### config.mk
export PLATFORM = sky130hd
export DESIGN_NAME = run_monitor_flat
export DESIGN_NICKNAME = d
export VERILOG_FILES = /design/src/rtl/run_monitor_pkg.sv /design/src/rtl/run_monitor_if.sv /design/src/rtl/run_monitor_dump.sv /design/src/rtl/run_monitor.sv /design/src/flat_wrapper.sv
export SDC_FILE = /design/constraint.sdc
export NUM_CORES = 1
export LEC_CHECK = 0
export CAP_MARGIN = 10
export CORE_UTILIZATION = 33
export CTS_BUF_LIST = sky130_fd_sc_hd__clkbuf_4 sky130_fd_sc_hd__clkbuf_8 sky130_fd_sc_hd__clkbuf_16
export DETAILED_ROUTE_END_ITERATION = 7
export GPL_TIMING_DRIVEN = 0
export PLACE_DENSITY_LB_ADDON = 0.3
export SLEW_MARGIN = 20
export SYNTH_ARGS = -nofsm -noshare
export SYNTH_HDL_FRONTEND = slang
export SYNTH_SLANG_ARGS = --single-unit
### constraint.sdc
create_clock -name clk -period 2.3 [get_ports clk]
set_input_delay 0.46 -clock clk [delete_from_list [all_inputs] [get_ports clk]]
set_output_delay 0.46 -clock clk [all_outputs]
set_load 0.01 [all_outputs]
### src/rtl/run_monitor_pkg.sv
// run_monitor shared types: FSM state encodings and widths.
// Used by the top-level controller and the dump sequencer.
package run_monitor_pkg;

    localparam int STATE_W = 3;
    localparam int DRAIN_W = 8;

    typedef logic [STATE_W-1:0] state_t;

    localparam state_t S_RUN       = 3'd0;
    localparam state_t S_DRAIN     = 3'd1;
    localparam state_t S_DUMP_RD   = 3'd2;
    localparam state_t S_DUMP_WAIT = 3'd3;
    localparam state_t S_DUMP_OUT  = 3'd4;
    localparam state_t S_FINISH    = 3'd5;
    localparam state_t S_IDLE      = 3'd6;

endpackage

### src/rtl/run_monitor_if.sv
// run_monitor dump stream: valid/ready handshake carrying index and data.
// master drives the beat, slave returns ready.
interface run_monitor_if #(
    parameter int DATA_WIDTH = 32,
    parameter int ADDR_WIDTH = 8
);
    logic                  out_valid;
    logic                  out_ready;
    logic [ADDR_WIDTH-1:0] out_index;
    logic [DATA_WIDTH-1:0] out_data;

    modport master (output out_valid, out_index, out_data, input out_ready);
    modport slave  (input out_valid, out_index, out_data, output out_ready);
endinterface

### src/rtl/run_monitor_dump.sv
// run_monitor dump sequencer: read word, register it, stream it out.
// Started by a one-cycle start pulse; pulses last when the final beat is taken.
module run_monitor_dump
    import run_monitor_pkg::*;
#(
    parameter int DATA_WIDTH = 32,
    parameter int ADDR_WIDTH = 8,
    parameter int DUMP_WORDS = 20
) (
    input  logic                  clk,
    input  logic                  reset,
    input  logic                  start,
    output logic                  last,
    output logic                  dump_rd_en,
    output logic [ADDR_WIDTH-1:0] dump_addr,
    input  logic [DATA_WIDTH-1:0] dump_rd_data,
    run_monitor_if.master         out_if
);

    localparam logic [ADDR_WIDTH-1:0] LAST_IDX = ADDR_WIDTH'(DUMP_WORDS - 1);

    state_t                state_q, state_d;
    logic [ADDR_WIDTH-1:0] idx_q, idx_d;
    logic                  valid_q, valid_d;
    logic [ADDR_WIDTH-1:0] index_q, index_d;
    logic [DATA_WIDTH-1:0] data_q, data_d;

    // Next-state: one read in flight, then hold the beat until accepted.
    always_comb begin
        state_d = state_q;
        idx_d   = idx_q;
        valid_d = valid_q;
        index_d = index_q;
        data_d  = data_q;
        last    = 1'b0;
        unique case (state_q)
            S_IDLE: begin
                if (start) state_d = S_DUMP_RD;
            end
            S_DUMP_RD: begin
                state_d = S_DUMP_WAIT;
            end
            S_DUMP_WAIT: begin
                data_d  = dump_rd_data;
                index_d = idx_q;
                valid_d = 1'b1;
                state_d = S_DUMP_OUT;
            end
            S_DUMP_OUT: begin
                if (out_if.out_ready) begin
                    valid_d = 1'b0;
                    if (idx_q == LAST_IDX) begin
                        last    = 1'b1;
                        state_d = S_IDLE;
                    end else begin
                        idx_d   = idx_q + 1'b1;
                        state_d = S_DUMP_RD;
                    end
                end
            end
            default: state_d = S_IDLE;
        endcase
    end

    // Sequencer registers with synchronous reset.
    always_ff @(posedge clk) begin
        if (reset) begin
            state_q <= S_IDLE;
            idx_q   <= '0;
            valid_q <= 1'b0;
            index_q <= '0;
            data_q  <= '0;
        end else begin
            state_q <= state_d;
            idx_q   <= idx_d;
            valid_q <= valid_d;
            index_q <= index_d;
            data_q  <= data_d;
        end
    end

    assign dump_rd_en       = (state_q == S_DUMP_RD);
    assign dump_addr        = idx_q;
    assign out_if.out_valid = valid_q;
    assign out_if.out_index = index_q;
    assign out_if.out_data  = data_q;

endmodule

### src/rtl/run_monitor.sv
// run_monitor top: counts run cycles, stops on halt (or timeout), drains, dumps.
// Timeout logic is built only when RUN_MONITOR_TIMEOUT_EN is defined.
module run_monitor
    import run_monitor_pkg::*;
#(
    parameter int                    DATA_WIDTH     = 32,
    parameter int                    ADDR_WIDTH     = 8,
    parameter int                    CNT_WIDTH      = 32,
    parameter logic [DATA_WIDTH-1:0] HALT_INST      = 32'h0,
    parameter int                    DRAIN_CYCLES   = 5,
    parameter int                    TIMEOUT_CYCLES = 1000000,
    parameter int                    DUMP_WORDS     = 20
) (
    input  logic                  clk,
    input  logic                  reset,
    input  logic                  inst_valid,
    input  logic [DATA_WIDTH-1:0] inst_from_imem,
    output logic                  dump_rd_en,
    output logic [ADDR_WIDTH-1:0] dump_addr,
    input  logic [DATA_WIDTH-1:0] dump_rd_data,
    run_monitor_if.master         out_if,
    output logic [CNT_WIDTH-1:0]  cycle_count,
    output logic                  running,
    output logic                  done,
    output logic                  timed_out
);

    localparam logic [DRAIN_W-1:0] DRAIN_LAST =
        DRAIN_W'((DRAIN_CYCLES == 0) ? 0 : DRAIN_CYCLES - 1);

    state_t               state_q, state_d;
    logic [CNT_WIDTH-1:0] cnt_q, cnt_d;
    logic [DRAIN_W-1:0]   drain_q, drain_d;
    logic                 timed_q, timed_d;
    logic                 halt, tmo, start, last;

    assign halt = inst_valid && (inst_from_imem == HALT_INST);

`ifdef RUN_MONITOR_TIMEOUT_EN
    assign tmo = (cnt_q == CNT_WIDTH'(TIMEOUT_CYCLES));
`else
    logic unused_timeout;
    assign unused_timeout = ^CNT_WIDTH'(TIMEOUT_CYCLES);
    assign tmo = 1'b0;
`endif

    // Controller: RUN counts, stop -> DRAIN -> dump phase -> FINISH.
    always_comb begin
        state_d = state_q;
        cnt_d   = cnt_q;
        drain_d = drain_q;
        timed_d = timed_q;
        start   = 1'b0;
        unique case (state_q)
            S_RUN: begin
                if (halt || tmo) begin
                    timed_d = timed_q | (tmo & ~halt);
                    drain_d = '0;
                    if (DRAIN_CYCLES == 0) begin
                        start   = 1'b1;
                        state_d = S_DUMP_RD;
                    end else begin
                        state_d = S_DRAIN;
                    end
                end else if (cnt_q != {CNT_WIDTH{1'b1}}) begin
                    cnt_d = cnt_q + 1'b1;
                end
            end
            S_DRAIN: begin
                if (drain_q == DRAIN_LAST) begin
                    start   = 1'b1;
                    state_d = S_DUMP_RD;
                end else begin
                    drain_d = drain_q + 1'b1;
                end
            end
            S_DUMP_RD: begin
                if (last) state_d = S_FINISH;
            end
            S_FINISH: state_d = S_FINISH;
            default:  state_d = S_RUN;
        endcase
    end

    // Controller registers with synchronous reset.
    always_ff @(posedge clk) begin
        if (reset) begin
            state_q <= S_RUN;
            cnt_q   <= '0;
            drain_q <= '0;
            timed_q <= 1'b0;
        end else begin
            state_q <= state_d;
            cnt_q   <= cnt_d;
            drain_q <= drain_d;
            timed_q <= timed_d;
        end
    end

    run_monitor_dump #(
        .DATA_WIDTH (DATA_WIDTH),
        .ADDR_WIDTH (ADDR_WIDTH),
        .DUMP_WORDS (DUMP_WORDS)
    ) u_dump (
        .clk          (clk),
        .reset        (reset),
        .start        (start),
        .last         (last),
        .dump_rd_en   (dump_rd_en),
        .dump_addr    (dump_addr),
        .dump_rd_data (dump_rd_data),
        .out_if       (out_if)
    );

    assign cycle_count = cnt_q;
    assign running     = (state_q == S_RUN);
    assign done        = (state_q == S_FINISH);
    assign timed_out   = timed_q;

endmodule

### src/flat_wrapper.sv
// flat-port wrapper written by rule: the top's interface ports become plain ports
module run_monitor_flat import run_monitor_pkg::*;
#(
    parameter int                    DATA_WIDTH     = 32,
    parameter int                    ADDR_WIDTH     = 8,
    parameter int                    CNT_WIDTH      = 32,
    parameter logic [DATA_WIDTH-1:0] HALT_INST      = 32'h0,
    parameter int                    DRAIN_CYCLES   = 5,
    parameter int                    TIMEOUT_CYCLES = 1000000,
    parameter int                    DUMP_WORDS     = 20
)
  (clk, reset, inst_valid, inst_from_imem, dump_rd_en, dump_addr, dump_rd_data, cycle_count, running, done, timed_out, out_if_out_valid, out_if_out_index, out_if_out_data, out_if_out_ready);
  run_monitor_if #(.DATA_WIDTH(DATA_WIDTH), .ADDR_WIDTH(ADDR_WIDTH)) out_if_i ();
  input  logic clk;
  input  logic reset;
  input  logic inst_valid;
  input  logic [DATA_WIDTH-1:0] inst_from_imem;
  output logic dump_rd_en;
  output logic [ADDR_WIDTH-1:0] dump_addr;
  input  logic [DATA_WIDTH-1:0] dump_rd_data;
  output logic [CNT_WIDTH-1:0] cycle_count;
  output logic running;
  output logic done;
  output logic timed_out;
  output wire logic [$bits(out_if_i.out_valid)-1:0] out_if_out_valid;
  output wire logic [$bits(out_if_i.out_index)-1:0] out_if_out_index;
  output wire logic [$bits(out_if_i.out_data)-1:0] out_if_out_data;
  input wire logic [$bits(out_if_i.out_ready)-1:0] out_if_out_ready;
  assign out_if_out_valid = out_if_i.out_valid;
  assign out_if_out_index = out_if_i.out_index;
  assign out_if_out_data = out_if_i.out_data;
  assign out_if_i.out_ready = out_if_out_ready;
  run_monitor #(.DATA_WIDTH(DATA_WIDTH), .ADDR_WIDTH(ADDR_WIDTH), .CNT_WIDTH(CNT_WIDTH), .HALT_INST(HALT_INST), .DRAIN_CYCLES(DRAIN_CYCLES), .TIMEOUT_CYCLES(TIMEOUT_CYCLES), .DUMP_WORDS(DUMP_WORDS)) u_core (.clk(clk), .reset(reset), .inst_valid(inst_valid), .inst_from_imem(inst_from_imem), .dump_rd_en(dump_rd_en), .dump_addr(dump_addr), .dump_rd_data(dump_rd_data), .out_if(out_if_i), .cycle_count(cycle_count), .running(running), .done(done), .timed_out(timed_out));
endmodule
[Word level (Yosys, flattened, before mapping)]
Index checks and enable logic that the tools add are counted.
Operators by class
  add/sub/neg operators: 3
  multipliers: 0
  divide/modulo/power cells: 0
  magnitude comparators: 0
  equal/unequal tests: 16
  shift operators: 0
  multiplexer cells: 18
  bitwise logic cells: 2
  reduce and logical (&&, ||, !) cells: 11
Operators with widths (count)
  adder 32 x 1 -> 32 bit, second input constant: 1
  zero test 32 bit: 1
  inequality test 32 bit, second input constant: 1
  case mux 3 bit (4 select lines): 2
  two-way mux 3 bit: 6
  adder 8 x 1 -> 8 bit, second input constant: 2
  two-way mux 8 bit: 2
  case mux 8 bit (2 select lines): 1
  AND reduction 3 bit: 4
  == test 3 x 2 -> 1 bit, second input constant: 3
  == test 3 bit, second input constant: 3
  == test 8 x 3 -> 1 bit, second input constant: 1
  == test 8 x 5 -> 1 bit, second input constant: 1
  inequality test 2 x 1 -> 1 bit, second input constant: 4
  two-way mux 1 bit: 6
  inequality test 2 bit, second input constant: 2
  AND reduction 2 bit: 2
  nonzero test 2 bit: 2
  == test 3 x 1 -> 1 bit, second input constant: 1
  zero test 3 bit: 1
  NOT 1 bit: 2
  case mux 1 bit (2 select lines): 1
  logical AND 1 bit: 1
Storage, ports and cells
  register bits: 95
  bits in latches: 0
  memory bits (writable): 0
  ROM bits: 0
  bits of input ports: 68
  memories: 0

[Logic depth before layout (Yosys ltp)]
  depth after elaboration: 6
  gate-level depth with buffers: 8
  gate-level depth less buffers: 7

[Modules after synthesis]
From an unflattened synthesis, not the netlist that was laid out.
Unflattened totals
  cell total of the unflattened synthesis: 525
  area total of the unflattened synthesis: 4360.4 µm²
Modules (own cells, without submodules)
  run_monitor: times used 1, cells an instance 287, area an instance 2366.0 µm², seq. area each 860.8 µm²
  run_monitor_dump: times used 1, cells an instance 238, area an instance 1994.4 µm², seq. area each 1041.0 µm²

[Worst setup path before layout]
OpenSTA, ideal clock, no wires.
  path kind: register to register
  from: register u_core.cnt_q[0], in the netlist u_core.cycle_count[0]
  to: register u_core.cnt_q[11], in the netlist u_core.cycle_count[11]
  arrival time: 2.287 ns
  required time: 2.179 ns
  slack: -0.109 ns
  cell stages (with the launch flop): 9
  path buffers: 2
  clock period less this slack: 2.409 ns
  cells stage by stage: dfxtp_1 > ha_1 > nand4_1 > or4_1 > buf_6 > nor3_4 > buf_8 > nor4_2 > mux2_4
Between the ends
  longest elaborated chain between the ends: 2
Ends and longest elaborated chain
  start, declared: line run_monitor.sv:32  | logic [CNT_WIDTH-1:0] cnt_q, cnt_d;
  start signal, assigned: line run_monitor.sv:94  | cnt_q <= cnt_d;
  branches (longest 2 deep; another with adder 32 x 1 -> 32 bit)
Parallel ways; which one is timed is not known.
A chain may end at the register's enable or synchronous reset.

[Worst setup path after layout]
  from: register u_core.cnt_q[11], in the netlist u_core.cycle_count[11]
  to: register u_core.cnt_q[18], in the netlist u_core.cycle_count[18]
The elaborated chain is that of the path after synthesis.

==> reports/results.tsv <==
metric	value	unit
run status	complete, but fails checks	
violations in the final reports	setup timing	
worst clock skew	0.00773	ns
Core Area	0.0135	sq mm
net switching power	0.739	mW
share of final-layout standard cells stronger than drive strength 1	14.4	%
Setup-failing EPs final	9	
CTS buffer count	9	
dominant register cell in the synthesized netlist	dfxtp_1	
period utilization	102	%
flop2flop setup slack	-0.04	ns
die height	120	um
Rows	42	
synthesis-to-finish area growth	51.8	%
largest net degree at the start of global routing	16	
final period demand of the worst path	2.34	ns
instance area at placement	0.00635	sq mm
Synth warnings	0	
total leakage power	2.39	nW
number of DRC violations after detailed-routing iteration 0	205	
Detailed Routing Iterations Pass 1	4	
overall routing resource usage	19.7	%
worst-case clock buffer depth	2	
die width	120	um
maximum level of the CTS H-tree	3	
diode count	0	
startpoint types	flop	
mean cell area of the mapped netlist	8.32	sq um
highest achievable clock rate	428	MHz
antenna violations before repair	0	
power density normalized to cell area	480	mW/mm^2
Synth area leaders	dfxtp_1 41%, nand2_1 8.4%, a21oi_1 6.5%, nor2_1 3.2%, nor2b_1 3.0%	
commonest cells in the netlist	103 x nand2_1, 95 x dfxtp_1, 60 x a21oi_1	
global-route wire length before repair	22700	um
proportion of power drawn by combinational gates	6.2	%
relative slew slack	32.8	%
final standard cell area without fillers	0.00702	sq mm
clock input transition at the sequential cells of the worst setup and hold paths	0.07	ns
drt drc	0	
via count normalized by instance count	5.31	
setup repair after global routing missed its margin	yes	
clock sink count	95	
count of input and output buffers	150	
Yosys top cell by area	dfxtp_1	
Worst VDD drop	0.000358	V
via count of the first global-routing pass	4627	
syn nets	628	
remaining antenna violation count after routing	0	
internal power	2.63	mW
maximum fanout count along the critical path	7	
transition time at the pin with the least slew margin	1.01	ns
Hold/Removal Path Class	reg2reg	
Hold Violations, Final	0	
type of destination of the critical path	flop	
final-report max-slew violation count	0	
arrival time at the worst endpoint	2.61	ns
I/O pin cnt	153	
Skew-Pair Late Insertion Delay	0.35	ns
average detailed-routed wire length per instance	15.8	um
total length of routed wires	14600	um
number of max-cap violations	0	
Required @ worst endpoint	2.57	ns
Setup WS post-layout	-0.0353	ns
die area	0.0145	sq mm
flip-flop and latch count after synthesis	95	
dpl hpwl	10200	um
number of distinct standard cells referenced by the synthesized netlist	57	
fillers	1273	
root buf cell	clkbuf_16	
Mapped Cells	556	
global-route congestion overflow total	0	
initial core utilization	34.4	%
setup TNS	-0.134	ns
final weighted congestion of routability-driven global placement	0.866	
number of vias in the routed layout	4882	
TritonCTS clock tree	done	
part of the total power dissipated in the clock network	44.7	%
proportion of synthesized chip area in sequential cells	41.1	%
post-cts hold buffer count	0	
synthesized area	0.00463	sq mm
fraction of synthesized cell area taken by the top area cell type	41.1	%
Switching Share	21.9	%
type of the worst setup path	reg2reg	
sequential share of power	49.1	%
share of flip-flops with an asynchronous set or reset after synthesis	0	%
number of enable flip-flop cells after synthesis	0	
most frequently used cell type in the post-synthesis netlist	nand2_1	
net count reported at finish	811	
sequential cells by signal (all words and copies together), names as in the netlist:
name and flops:
u_core.drain_q 8, u_core.u_dump.out_if.out_index 8, u_core.u_dump.state_q 3, u_core.u_dump.out_if.out_valid 1, u_core.u_dump.out_if.out_data 32, u_core.state_q 3, u_core.cycle_count 32, u_core.u_dump.dump_addr 8
through the flow:
step	hold slack [ns]	instances	util [%]	worst slack, ns	total power [mW]
after detailed placement	0.448	882	47.2	-1.12	1.89
after CTS	0.455	921	51.7	-0.0218	3.40
final	0.453	919	52.2	-0.0353	3.37
after global routing	0.467	919	52.2	-0.0855	3.48
after global placement	0.441	882	47.2	-1.04	1.88
after floorplan	0.473	556	-	0.0258	1.74
power groups by stage:
stage               registers, mW  logic (mW)  clock network [mW]
CTS                          1.65       0.208                1.54
finish                       1.65       0.209                1.51
detailed placement           1.70       0.195                   0
global route                 1.65       0.224                1.61
floorplan                    1.69      0.0486                   0
global placement             1.69       0.190                   0
cells in the final DEF (no fill, tap or decap), types with 6 or more instances in the layout:
master / n
dfxtp_1: 89
clkdlybuf4s50_1: 149
nand4_1: 14
xnor2_1: 6
nor4_1: 9
nand2_1: 103
nor2_1: 37
clkbuf_16: 9
nand3_1: 15
clkbuf_1: 24
and3_1: 6
mux2_2: 10
or4_1: 15
nor4_2: 8
nor2b_1: 22
o31ai_1: 16
buf_4: 18
nor3_1: 11
a21oi_1: 60
mux2_4: 8
buf_6: 10
cell type report:
cell class	count	area (sq um)	share of cell area, %
tap	176	220	3.14
buffer	36	191	2.73
inverter	7	26.3	0.374
clock inverter	5	60.1	0.855
sequential	95	1910	27.3
multi-input combinational	416	2670	38.0
timing repair buffer	174	1710	24.3
clock buffer	10	233	3.31
final timing paths:
| path | startpoint | to | cells past startpoint |
|---|---|---|---|
| max | u_core.cycle_count[11]$_SDFFE_PP0P_ | u_core.cycle_count[18]$_SDFFE_PP0P_ | 6 |
| min | u_core.u_dump.out_if.out_data[23]$_SDFFE_PP0P_ | u_core.u_dump.out_if.out_data[23]$_SDFFE_PP0P_ | 2 |
| max reg2reg | u_core.cycle_count[11]$_SDFFE_PP0P_ | u_core.cycle_count[18]$_SDFFE_PP0P_ | 6 |
| min reg2reg | u_core.u_dump.out_if.out_data[23]$_SDFFE_PP0P_ | u_core.u_dump.out_if.out_data[23]$_SDFFE_PP0P_ | 2 |
metal layers:
layer / track usage (%) / up-vias / share of wire [%]
met1: 23.2 / 2285 / 42
met2: 32.7 / 212 / 45
met5: 0 / - / 0
li1: - / 2365 / -
met4: 6.64 / 0 / 1.6
met3: 7.36 / 20 / 11
repair_timing:
item | CTS | global route
setup buffers | 23 | 2
cloned | 1 | 0
endpoints found under the hold margin | 0 | 0
endpoints found under the setup margin | 43 | 34
pin swaps | 13 | 10
gates resized for setup | 26 | 32
critical path: stages, from the launching register on:
cell	delay, ns
dfxtp_1	0.48
nand4_1	0.29
nor4_2	0.45
o211ai_1	0.28
buf_4	0.24
or4_1	0.39
a21oi_1	0.14
kinds of logic after synthesis:
| family | share of synthesized area [%] |
|---|---|
| simple gates | 32.6 |
| compound gates | 13.5 |
| flops | 41.1 |
| buf+inv | 4.84 |
| mux | 5.46 |
| xor+xnor | 1.33 |
| fa+ha+maj | 1.08 |
| other cells | 0.0810 |
Power figures use the tool's default switching activity.
